**config.mk**
```make
export PLATFORM = sky130hd
export DESIGN_NAME = sid_i2s_tx
export DESIGN_NICKNAME = d
export VERILOG_FILES = /design/src/rtl/sid_pkg.sv /design/src/rtl/sid_i2s_clkgen.sv /design/src/rtl/sid_i2s_tx.sv
export SDC_FILE = /design/constraint.sdc
export NUM_CORES = 1
export LEC_CHECK = 0
export ABC_CLOCK_PERIOD_IN_PS = 7400
export CAP_MARGIN = 20
export CORE_ASPECT_RATIO = 0.7
export CORE_MARGIN = 4
export CORE_UTILIZATION = 60
export CTS_BUF_LIST = sky130_fd_sc_hd__clkbuf_8 sky130_fd_sc_hd__clkbuf_16
export DETAILED_ROUTE_END_ITERATION = 10
export PLACE_DENSITY = 0.84
export SKIP_CTS_REPAIR_TIMING = 1
export SKIP_LAST_GASP = 1
export SLEW_MARGIN = 20
export SYNTH_ARGS = -nofsm -noshare
export SYNTH_HDL_FRONTEND = slang
export SYNTH_SLANG_ARGS = --single-unit
```
**constraint.sdc**
```tcl
create_clock -name clk -period 7.4 [get_ports clk]
set_input_delay 1.11 -clock clk [delete_from_list [all_inputs] [get_ports clk]]
set_output_delay 1.11 -clock clk [all_outputs]
set_load 0.02 [all_outputs]
```
**src/rtl/sid_pkg.sv**
```systemverilog
// Shared SID audio-path types: the stereo sample from the API block and the
// board-level I2S pin bundle.
package sid;

  typedef struct packed {
    logic signed [23:0] left;
    logic signed [23:0] right;
  } audio_t;

  typedef struct packed {
    logic bclk;
    logic lrclk;
    logic sdata;
  } i2s_o_t;

endpackage

```
**src/rtl/sid_i2s_clkgen.sv**
```systemverilog
// BCLK generator for the I2S transmitter: divides clk by 2*CLK_DIV and flags
// the clk edge on which BCLK falls (the shift event).
module sid_i2s_clkgen #(
  parameter int unsigned CLK_DIV = 4
) (
  input  logic clk,
  input  logic rst,
  output logic o_bclk,
  output logic o_shift
);

  localparam logic [7:0] DIV_LAST = 8'(CLK_DIV - 1);

  logic [7:0] r_div_cnt;
  logic       r_bclk;
  logic       w_wrap;

  assign w_wrap  = (r_div_cnt == DIV_LAST);
  // Asserted in the cycle whose closing edge drives BCLK from 1 to 0.
  assign o_shift = w_wrap & r_bclk;
  assign o_bclk  = r_bclk;

  always_ff @(posedge clk or posedge rst) begin
    if (rst) begin
      r_div_cnt <= 8'd0;
      r_bclk    <= 1'b0;
    end else if (w_wrap) begin
      r_div_cnt <= 8'd0;
      r_bclk    <= ~r_bclk;
    end else begin
      r_div_cnt <= r_div_cnt + 8'd1;
    end
  end

endmodule

```
**src/rtl/sid_i2s_tx.sv**
```systemverilog
// Stereo Philips-I2S transmitter: 64-BCLK frames, 32 slots per channel,
// 24-bit samples sent MSB-first one BCLK after each LRCLK transition.
import sid::*;

module sid_i2s_tx #(
  parameter int unsigned CLK_DIV = 4
) (
  input  logic   clk,
  input  logic   rst,
  input  audio_t audio_i,
  input  logic   sample_valid,
  output logic   sample_taken,
  output logic   i2s_bclk,
  output logic   i2s_lrclk,
  output logic   i2s_sdata
);

  localparam int unsigned I2S_SLOT_BITS = 32;
  localparam int unsigned I2S_DATA_BITS = 24;
  localparam int unsigned SLOT_W        = $clog2(I2S_SLOT_BITS);
  localparam logic [SLOT_W-1:0] DATA_BITS_W = SLOT_W'(I2S_DATA_BITS);

  logic              w_shift;
  logic              w_bclk;
  logic              w_frame_load;
  logic [5:0]        r_bit_cnt;
  logic [5:0]        w_next_bit;
  logic              w_chan;
  logic [SLOT_W-1:0] w_slot_pos;
  logic [SLOT_W-1:0] w_bit_idx;
  logic              w_sdata_next;
  audio_t            r_pend;
  logic [23:0]       r_left_sh;
  logic [23:0]       r_right_sh;
  logic              r_lrclk;
  logic              r_sdata;
  logic              r_taken;

  sid_i2s_clkgen #(.CLK_DIV(CLK_DIV)) u_clkgen (
    .clk     (clk),
    .rst     (rst),
    .o_bclk  (w_bclk),
    .o_shift (w_shift)
  );

  assign w_next_bit   = r_bit_cnt + 6'd1;
  assign w_chan       = w_next_bit[SLOT_W];
  assign w_slot_pos   = w_next_bit[SLOT_W-1:0];
  assign w_bit_idx    = DATA_BITS_W - w_slot_pos;
  assign w_frame_load = w_shift & (r_bit_cnt == 6'd63);

  // Slot position 0 is the I2S one-bit delay; positions past the data width pad with zeros.
  always_comb begin
    w_sdata_next = 1'b0;
    if ((w_slot_pos != '0) && (w_slot_pos <= DATA_BITS_W)) begin
      if (w_chan) begin
        w_sdata_next = r_right_sh[w_bit_idx];
      end else begin
        w_sdata_next = r_left_sh[w_bit_idx];
      end
    end else begin
      w_sdata_next = 1'b0;
    end
  end

  always_ff @(posedge clk or posedge rst) begin
    if (rst) begin
      r_pend <= '0;
    end else if (sample_valid) begin
      r_pend <= audio_i;
    end
  end

  // A sample arriving on the load cycle bypasses the pending register.
  always_ff @(posedge clk or posedge rst) begin
    if (rst) begin
      r_left_sh  <= 24'd0;
      r_right_sh <= 24'd0;
    end else if (w_frame_load) begin
      if (sample_valid) begin
        r_left_sh  <= audio_i.left;
        r_right_sh <= audio_i.right;
      end else begin
        r_left_sh  <= r_pend.left;
        r_right_sh <= r_pend.right;
      end
    end
  end

  always_ff @(posedge clk or posedge rst) begin
    if (rst) begin
      r_bit_cnt <= 6'd63;
      r_lrclk   <= 1'b1;
      r_sdata   <= 1'b0;
    end else if (w_shift) begin
      r_bit_cnt <= w_next_bit;
      r_lrclk   <= w_chan;
      r_sdata   <= w_sdata_next;
    end
  end

  always_ff @(posedge clk or posedge rst) begin
    if (rst) begin
      r_taken <= 1'b0;
    end else begin
      r_taken <= w_frame_load;
    end
  end

  assign sample_taken = r_taken;
  assign i2s_bclk     = w_bclk;
  assign i2s_lrclk    = r_lrclk;
  assign i2s_sdata    = r_sdata;

endmodule

```
==> summary.md <==
| Metric | Value |
|---|---|
| Cells on worst reg2reg path | 5 |
| Pin count of the biggest net entering global routing | 90 |
| Buffers on Ports | 54 |
| Final Max Slew Viols | 0 |
| Crit path kind | flop to flop |
| Place WS | between 4000 and 5000 ps |
| Commonest cells post-synth | dfrtp_1 (107), mux2_2 (88), mux4_2 (11) |
| Critical Path Sink Type | flop |
| Routed wire length | ~8.9 mm |
| CP Max Fanout | 18 |
| GRT Overall Usage | between 20% and 30% |
| Slew @ Worst Pin | between 900 and 1000 ps |
| ANT nets after route | 0 |
| Top cells by area, synth | dfrtp_1 (55%), mux2_2 (20%), mux4_2 (5.1%), dfstp_2 (3.2%), mux2_4 (2.8%) |
| Die ar. | slightly below 10000 µm² |
| Worst Path Arrival | ~3500 ps |
| Die H | between 80 and 90 µm |
| Worst-case clock skew | approximately 7.9 ps |
| Number of synthesized register bits | 113 |
| Async SR Flop Fraction | 100.0% |
| CTS tree | done |
| Synth unique cells | 38 |
| First-pass GRT wire length | about 15 mm |
| Capturing point of the worst reg2reg path | i2s_sdata |
| Min-delay src | u_clkgen.r_div_cnt[7] |
| Area grow syn2layout | 23.65% |
| Row cnt | 27 |
| Maximum vdd drop | 0.1561 mV |
| Avg Inst Size Synth | 15.65 µm² |
| R2R Path Start | r_bit_cnt[0] |
| CTS buffer count | 17 |
| Area after DPL | approximately 5400 µm² |
| Post-DR wirelength/cell | 18.45 µm |
| Maximum clock rate | 0.3075 GHz |
| Post-synth EDFFs | 0 |
| Hold Crit Depth | 1 |
| Overall power | about 1.5 mW |
| Bufs on Longest Clock Path | 2 |
| Core Region | ~8000 µm² |
| Die W | between 100 and 150 µm |
| # diodes | 0 |
| Final Hold Vio Count | 0 |
| Sequential share of the synthesized area | 58.45% |
| Detailed-route via count | between 2000 and 3000 |
| Via density | 5.585 |
| Count leader, synth | dfrtp_1 |
| Nets | ~420 |
| Hold WC Path Type | flop to flop |
| Drt pass-1 iters | 5 |
| R2r setup slk | just over 4000 ps |
| Startpoint Class | flop |
| Syn Nets | approximately 360 |
| Largest area contributor in the netlist | dfrtp_1 |
| Worst hold endpoint | u_clkgen.r_div_cnt[7] |
| Setup TNS | 0 ps |
| Outcome | finished clean |
| Primary FF master, synth | dfrtp_1 |
| Iter 0 DRT Violations | between 150 and 200 |
| Final weighted congestion in routability-driven placement | ~0.77 |
| PwrDens | between 200 and 300 nW/µm² |
| Final critical-path share of the clock period | between 40% and 50% |
| Reg clk slew, reported paths | about 50 ps |
| Post-Synthesis Cells | 310 |
| Total grt overflow | 0 |
| Final Instance Area | between 5000 and 6000 µm² |
| Period minus WS final | 3252 ps |
| Initial antenna violation count | 0 |
| # DRC | 0 |
| Post-synth top area share | 55.20% |
| H-tree depth | 4 |
| Yosys Warn Count | 0 |
| Hpwl dp | between 5 and 6 mm |
| Final setup fails | 0 |
| Max Cap Violations | 0 |
| Worst setup margin | ~4100 ps |
| Critical path required time | 7660 ps |
| Vias in the first global route | 3011 |
| Skew-Pair Late Insertion Delay | ~400 ps |
| Clk Tree Root Cell | clkbuf_16 |
| RSZ-0062 raised after global routing | no |
| Initial Util | 61.63% |
| CTS sink count | approximately 110 |
| Ratio of cells with drive above 1 in the final layout | between 30% and 40% |
| Leakage Power | between 2 and 3 nW |
| Synthesized area | 4851 µm² |
| Slew margin rel. | a little under two fifths |
| IO Pins | 55 |
-- critical path, cell delays in order (launching register included) --
cell and delay [ps]:
dfstp_2 840, ha_1 850, mux4_2 640, mux2_2 280, o311ai_0 380, o31ai_1 110
-- worst max path at each step --
stage,startpoint,endpoint,depth (start not counted)
2_1_floorplan,rst,i2s_sdata,1
3_3_place_gp,u_clkgen.r_div_cnt[2],r_left_sh[14],5
3_5_place_dp,u_clkgen.r_div_cnt[2],r_right_sh[10],5
4_1_cts,u_clkgen.r_div_cnt[2],r_left_sh[14],5
5_1_grt,r_bit_cnt[0],i2s_sdata,5
6_report,r_bit_cnt[0],i2s_sdata,5
-- through the flow --
stage,std cells,util [%],hold WS [ps]
2_1_floorplan,310,-,445.6
3_3_place_gp,449,68.67,466.2
3_5_place_dp,449,68.67,475.6
4_1_cts,481,75.85,486.7
5_1_grt,482,76.20,496.6
6_report,482,76.20,487.6
-- layer usage --
layer	vias up	part of all wire, %	track usage, %
li1	1240	-	-
met1	1356	45	27.87
met2	82	46	29.78
met3	14	6.8	6.701
met4	0	1.5	7.356
met5	-	0	0
-- area by class of cell --
class                           instances  area (µm²)
Clock buffer                           18       439.2
Clock inverter                         14       126.4
Fill cell                             481        1873
Inverter                                4       17.52
Multi-Input combinational cell        176        1887
Sequential cell                       113        2835
Tap cell                              101       126.4
Timing Repair Buffer                   56       566.8
-- power by group --
| part | total [mW] | switching [mW] | internal, mW |
|---|---|---|---|
| combinational | 0.0833 | 0.0350 | 0.0483 |
| clock | 0.767 | 0.271 | 0.496 |
| sequential | 0.651 | 0.00631 | 0.645 |
-- state kept, by name (all words and copies together) (netlist names) --
register and flops:
u_clkgen.o_bclk 1, r_left_sh 24, r_right_sh 24, sample_taken 1, r_pend 48, r_bit_cnt 6, u_clkgen.r_div_cnt 8, i2s_sdata 1
-- cell families after synthesis --
kind of cell / synth area share [%]
buffers and inverters: 2.760
muxes: 29.35
AOI/OAI and AO/OA: 2.038
adders and majority gates: 0.7739
and+or+nand+nor: 4.282
xor gates and xnor gates: 2.347
DFF: 58.45
-- cell usage in the layout (no fill, tap or decap), types with 2 or more instances in the layout --
master / n
o21ai_0: 2
dfrtp_1: 107
mux2_4: 9
or4_4: 2
a221oi_1: 3
nand3_1: 5
clkbuf_16: 17
xnor2_1: 9
nand4_1: 2
ha_1: 3
nand2b_1: 3
nor2_1: 7
mux4_2: 11
xor2_1: 4
mux2i_1: 5
clkdlybuf4s50_1: 53
and3_1: 2
clkinvlp_4: 3
dfstp_2: 6
nand2_1: 4
inv_1: 7
mux2_2: 88
bufinv_16: 2
clkinv_2: 4
nor2b_1: 3
No activity file was read; power rests on OpenSTA's default activity.
